===== src/rtl/clock_pkg.sv =====
// Shared types and constants for the settable HH:MM clock.
// CLOCK_ALARM_EN adds the two alarm-edit states to the mode cycle.
package clock_pkg;

    typedef enum logic [2:0] {
        RUN    = 3'd0,
        SET_H  = 3'd1,
        SET_M  = 3'd2,
        SET_AH = 3'd3,
        SET_AM = 3'd4
    } state_t;

    typedef logic [3:0] bcd_t;

    // Limits are BCD-encoded so they compare directly against the digit pairs.
    localparam logic [7:0] HOUR_MAX = 8'h23;
    localparam logic [7:0] MIN_MAX  = 8'h59;
    localparam logic [7:0] SEC_MAX  = 8'h59;

    function automatic state_t next_mode(state_t s);
        case (s)
            RUN:     return SET_H;
            SET_H:   return SET_M;
`ifdef CLOCK_ALARM_EN
            SET_M:   return SET_AH;
            SET_AH:  return SET_AM;
`endif
            default: return RUN;
        endcase
    endfunction

    function automatic logic [3:0] les_for(state_t s, logic ph);
        case (s)
            SET_H, SET_AH: return {ph, ph, 2'b00};
            SET_M, SET_AM: return {2'b00, ph, ph};
            default:       return 4'b0000;
        endcase
    endfunction

endpackage


===== src/rtl/bcd2_counter.sv =====
// Two-digit BCD counter with increment, clear, programmable BCD maximum and carry-out.
// value_next exposes the upcoming value so the parent can register derived outputs in step.
module bcd2_counter
    import clock_pkg::*;
(
    input  logic       clk,
    input  logic       rst,
    input  logic       inc,
    input  logic       clr,
    input  logic [7:0] max_val,
    output logic [7:0] value,
    output logic [7:0] value_next,
    output logic       carry
);

    bcd_t tens;
    bcd_t ones;
    logic at_max;

    assign tens   = value[7:4];
    assign ones   = value[3:0];
    assign at_max = (value == max_val);
    assign carry  = inc && !clr && at_max;

    always_comb begin
        value_next = value;
        if (clr) begin
            value_next = 8'h00;
        end else if (inc) begin
            if (at_max) begin
                value_next = 8'h00;
            end else if (ones == 4'd9) begin
                value_next = {tens + 4'd1, 4'd0};
            end else begin
                value_next = {tens, ones + 4'd1};
            end
        end
    end

    always_ff @(posedge clk) begin
        if (rst) begin
            value <= 8'h00;
        end else begin
            value <= value_next;
        end
    end

endmodule


===== src/rtl/clock_set_ctrl.sv =====
// 24-hour BCD clock with button-driven hour/minute setting and blinking digit mask.
// Define CLOCK_ALARM_EN to add alarm editing, alarm_on toggle and alarm_hit.
module clock_set_ctrl
    import clock_pkg::*;
#(
    parameter int TICKS_PER_SEC = 10,
    parameter int BLINK_TICKS   = 5
) (
    input  logic        clk,
    input  logic        rst,
    input  logic        tick_100ms,
    input  logic        btn_mode,
    input  logic        btn_inc,
    output logic [15:0] time_bcd,
    output logic [3:0]  les,
    output logic [1:0]  mode,
    output logic        alarm_hit
);

    localparam int SUB_W   = (TICKS_PER_SEC > 1) ? $clog2(TICKS_PER_SEC) : 1;
    localparam int BLINK_W = (BLINK_TICKS > 1) ? $clog2(BLINK_TICKS) : 1;
    localparam logic [SUB_W-1:0]   SUB_LAST   = SUB_W'(TICKS_PER_SEC - 1);
    localparam logic [BLINK_W-1:0] BLINK_LAST = BLINK_W'(BLINK_TICKS - 1);

    state_t             state;
    state_t             state_next;
    logic [SUB_W-1:0]   sub_cnt;
    logic [SUB_W-1:0]   sub_next;
    logic [BLINK_W-1:0] blink_cnt;
    logic [BLINK_W-1:0] blink_cnt_next;
    logic               blink_ph;
    logic               blink_ph_next;

    logic running;
    logic advance;
    logic sub_wrap;
    logic inc_ok;
    logic leave_set_m;

    logic [7:0] sec_bcd;
    logic [7:0] sec_next;
    logic       sec_carry;
    logic [7:0] min_bcd;
    logic [7:0] min_next;
    logic       min_carry;
    logic [7:0] hour_bcd;
    logic [7:0] hour_next;
    logic       hour_carry;

    logic [15:0] disp_next;
    logic        hit_next;

    // Time only stands still while the clock itself is being edited.
    assign running     = (state != SET_H) && (state != SET_M);
    assign advance     = running && tick_100ms;
    assign sub_wrap    = advance && (sub_cnt == SUB_LAST);
    assign inc_ok      = btn_inc && !btn_mode;
    assign leave_set_m = btn_mode && (state == SET_M);
    assign state_next  = btn_mode ? next_mode(state) : state;

    always_comb begin
        sub_next = sub_cnt;
        if (leave_set_m) begin
            sub_next = '0;
        end else if (advance) begin
            sub_next = sub_wrap ? '0 : sub_cnt + SUB_W'(1);
        end
    end

    always_comb begin
        blink_cnt_next = blink_cnt;
        blink_ph_next  = blink_ph;
        if (btn_mode) begin
            blink_cnt_next = '0;
            blink_ph_next  = 1'b0;
        end else if (tick_100ms) begin
            if (blink_cnt == BLINK_LAST) begin
                blink_cnt_next = '0;
                blink_ph_next  = ~blink_ph;
            end else begin
                blink_cnt_next = blink_cnt + BLINK_W'(1);
            end
        end
    end

    bcd2_counter u_sec (
        .clk        (clk),
        .rst        (rst),
        .inc        (sub_wrap),
        .clr        (leave_set_m),
        .max_val    (SEC_MAX),
        .value      (sec_bcd),
        .value_next (sec_next),
        .carry      (sec_carry)
    );

    // Minute edits wrap on their own; only running carries reach the hours.
    bcd2_counter u_min (
        .clk        (clk),
        .rst        (rst),
        .inc        (sec_carry || ((state == SET_M) && inc_ok)),
        .clr        (1'b0),
        .max_val    (MIN_MAX),
        .value      (min_bcd),
        .value_next (min_next),
        .carry      (min_carry)
    );

    bcd2_counter u_hour (
        .clk        (clk),
        .rst        (rst),
        .inc        ((running && min_carry) || ((state == SET_H) && inc_ok)),
        .clr        (1'b0),
        .max_val    (HOUR_MAX),
        .value      (hour_bcd),
        .value_next (hour_next),
        .carry      (hour_carry)
    );

`ifdef CLOCK_ALARM_EN
    logic [7:0] al_hour_bcd;
    logic [7:0] al_hour_next;
    logic       al_hour_carry;
    logic [7:0] al_min_bcd;
    logic [7:0] al_min_next;
    logic       al_min_carry;
    logic       alarm_on;
    logic       unused_bits;

    bcd2_counter u_al_hour (
        .clk        (clk),
        .rst        (rst),
        .inc        ((state == SET_AH) && inc_ok),
        .clr        (1'b0),
        .max_val    (HOUR_MAX),
        .value      (al_hour_bcd),
        .value_next (al_hour_next),
        .carry      (al_hour_carry)
    );

    bcd2_counter u_al_min (
        .clk        (clk),
        .rst        (rst),
        .inc        ((state == SET_AM) && inc_ok),
        .clr        (1'b0),
        .max_val    (MIN_MAX),
        .value      (al_min_bcd),
        .value_next (al_min_next),
        .carry      (al_min_carry)
    );

    assign disp_next = ((state_next == SET_AH) || (state_next == SET_AM)) ?
                       {al_hour_next, al_min_next} : {hour_next, min_next};
    assign hit_next  = (state == RUN) && alarm_on &&
                       (hour_bcd == al_hour_bcd) && (min_bcd == al_min_bcd);
    assign unused_bits = ^{sec_bcd, sec_next, hour_carry, al_hour_carry, al_min_carry};
`else
    logic unused_bits;

    assign disp_next   = {hour_next, min_next};
    assign hit_next    = 1'b0;
    assign unused_bits = ^{sec_bcd, sec_next, hour_carry, hour_bcd, min_bcd};
`endif

    // Outputs are registered from next-state values so they line up with the counters.
    always_ff @(posedge clk) begin
        if (rst) begin
            state     <= RUN;
            mode      <= 2'd0;
            les       <= 4'b0000;
            time_bcd  <= 16'h0000;
            alarm_hit <= 1'b0;
            sub_cnt   <= '0;
            blink_cnt <= '0;
            blink_ph  <= 1'b0;
`ifdef CLOCK_ALARM_EN
            alarm_on  <= 1'b0;
`endif
        end else begin
            state     <= state_next;
            mode      <= state_next[1:0];
            les       <= les_for(state_next, blink_ph_next);
            time_bcd  <= disp_next;
            alarm_hit <= hit_next;
            sub_cnt   <= sub_next;
            blink_cnt <= blink_cnt_next;
            blink_ph  <= blink_ph_next;
`ifdef CLOCK_ALARM_EN
            if ((state == RUN) && inc_ok) begin
                alarm_on <= ~alarm_on;
            end
`endif
        end
    end

endmodule


===== config.mk =====
export PLATFORM = sky130hd
export DESIGN_NAME = clock_set_ctrl
export DESIGN_NICKNAME = d
export VERILOG_FILES = /design/src/rtl/clock_pkg.sv /design/src/rtl/bcd2_counter.sv /design/src/rtl/clock_set_ctrl.sv
export SDC_FILE = /design/constraint.sdc
export NUM_CORES = 1
export LEC_CHECK = 0
export CORE_MARGIN = 5
export CORE_UTILIZATION = 45
export CTS_BUF_LIST = sky130_fd_sc_hd__clkbuf_8 sky130_fd_sc_hd__clkbuf_16
export DETAILED_ROUTE_END_ITERATION = 6
export PLACE_DENSITY_LB_ADDON = 0.1
export SLEW_MARGIN = 40
export SYNTH_ARGS = -nofsm -noshare
export SYNTH_HDL_FRONTEND = slang
export SYNTH_HIERARCHICAL = 1
export SYNTH_SLANG_ARGS = --single-unit

===== constraint.sdc =====
create_clock -name clk -period 4.5 [get_ports clk]
set_clock_uncertainty 0.1 [all_clocks]
set_input_delay 0.9 -clock clk [delete_from_list [all_inputs] [get_ports clk]]
set_output_delay 0.9 -clock clk [all_outputs]
set_load 0.02 [all_outputs]

==> qor.yml <==
multiInputGateArea_sq_mm: 0.00177
setup_viol: 0
p_leak_nw: 1.30
ios: 28
clock_sinks: 53
die_area_sq_mm: 0.00818
final_antenna_net_count: 0
cp_max_fo: 9
seqCellArea_sq_mm: 0.00106
numCtsBuffers: 5
finalNetCount: 382
wire_per_inst_um: 12.1
finalMaxSlewViolations: 0
grt_antenna_before_repair: 0
grt_setup_unrepaired: "false"
max_freq_ghz: 0.249
firstDrtPassIters: 4
postCtsSetupBuffers: 0
startpoint: "tick_100ms"
chipHeight_um: 90.5
path_clk_slew_ns: 0.09
required_ns: 4.57
holdWs_ns: 0.384
grt_overflow_total: 0
worst_pin_slew_ns: 0.637
grt.total_usage_pct: 13.4
crit_path_start_kind: "input pin"
critical_path_class: "input pin to flip-flop"
drtIter0Drc: 59
tns_ns: 0
syn_inst: 319
syn2layout_area_growth_pct: 16.2
outcome: "complete, no violations"
power_density_mw_per_mm2: 255
diodes: 0
syn-cell-area_sq_mm: 0.00291
grt_pass1_wl_um: 9360
dieWidth_um: 90.5
dp_cells: 434
cap_violations: 0
clk_path_buf_depth: 2
routed_wl_um: 5370
dp_hpwl_um: 3920
post-route-period-util_pct: 89.2
yosysWarnings: 6
cts-root-buf: "clkbuf_8"
min_from: "sub_cnt[3]"
gp_congestion: 0.811
cts_resized: 0
final_cells: 442
fin_crit_ns: 4.01
port-buffer-count: 26
fillers: 624
irDropWorstVdd_mv: 0.155
cts_tree: "built"
grt_max_degree: 19
cp.arrival_ns: 4.08
final_layout_size_suffix_gt1_share_pct: 11.5
maxSlewHeadroom_pct: 57.4
initial_core_util_pct: 46.1
postCtsHoldBufs: 0
core_sq_mm: 0.00631
vias: 2214
drc: 0
row_count: 29
clkLatencyLatePin_ns: 0.30
r2r_start: "sub_cnt[0]"
viasPerCell: 5.01
hold_violations: 0
min_path_type: "flip-flop to flip-flop"
end_kind: "flip-flop"
first_global_vias: 2114
avgSynthCellArea_sq_um: 9.13
ctsHtreeMaxLevel: 2
==> registers in the layout (all words and copies together), names as in the netlist <==
signal / cells
mode: 1
u_sec/value: 8
time_bcd: 16
u_hour/value: 8
sub_cnt: 4
les: 2
u_min/value: 8
state: 2
blink_ph: 1
blink_cnt: 3
==> report_power, final <==
| part | leakage (nW) | total (mW) | switching (mW) | internal (mW) |
|---|---|---|---|---|
| sequential | 0.428 | 0.479 | 0.00638 | 0.472 |
| combinational | 0.809 | 0.0638 | 0.0396 | 0.0242 |
| clock | 0.0595 | 0.322 | 0.157 | 0.165 |
==> worst max-delay path: stages <==
cell             delay (ns)
clkdlybuf4s50_1        0.61
o21ai_2                0.16
nor2_1                 0.16
inv_1                  0.10
nor3_1                 0.19
a41o_1                 0.15
inv_1                  0.11
nor3_1                 0.18
inv_1                  0.08
o32a_1                 0.17
o22ai_1                0.44
nand4b_1               0.27
nor2_1                 0.19
xnor2_1                0.17
nor3_1                 0.07
nor2b_1                0.13
==> final cells by class <==
type	count	share of cell area [%]
multi-input cells	258	52.2
inverters	16	1.77
repair buffers	30	8.57
clock buffers	5	2.03
well taps	77	2.85
flip-flops and latches	53	31.3
clock inverters	3	1.26
==> routing by layer <==
| layer | GRT usage, % | part of all wire, % | vias to the layer above |
|---|---|---|---|
| met5 | 0 | 0 | - |
| met4 | 4.47 | 0.97 | 0 |
| met3 | 2.92 | 5.3 | 4 |
| met2 | 21.3 | 44 | 40 |
| met1 | 17.9 | 50 | 996 |
| li1 | - | - | 1174 |
==> final timing paths <==
kind | slack, ns | cells after the start | endpoint
max | 0.49 | 16 | time_bcd[15]
min | 0.38 | 2 | sub_cnt[3]
max reg2reg | 0.94 | 17 | time_bcd[15]
min reg2reg | 0.38 | 2 | sub_cnt[3]
==> layout by cell type, fill, tap and decap left out, types with 2 or more instances in the layout <==
master           instances
nand2_1                 17
conb_1                  31
nor4_2                   6
and3_4                   3
a21oi_1                 16
buf_4                    4
or2_2                    4
a2111o_1                 3
a211oi_1                 3
nor4_1                   7
clkdlybuf4s50_1         26
or3_1                    3
nor2_1                  10
a32o_1                   5
nor3_2                   8
mux2_2                   2
a21bo_2                  2
a22oi_1                  3
nor3_1                  29
or4_1                    2
nor2b_1                 16
xor2_1                  31
xnor2_1                  4
ha_1                    13
nand4b_1                 3
dfxtp_1                 53
and3b_2                  2
nand3_1                 10
inv_1                   17
o21ai_0                  7
clkbuf_8                 5
mux2i_1                  4
==> per-stage QoR <==
stage	cell area (sq um)	util, %	worst slack (ns)	power [mW]
detailed placement	3270	51.9	0.138	0.552
floorplan	3020	-	0.949	0.539
global placement	3270	51.9	0.256	0.551
finish	3390	53.6	0.486	0.864
global route	3390	53.6	0.0770	0.906
CTS	3390	53.6	0.461	0.876
No activity file was read; power rests on OpenSTA's default activity.
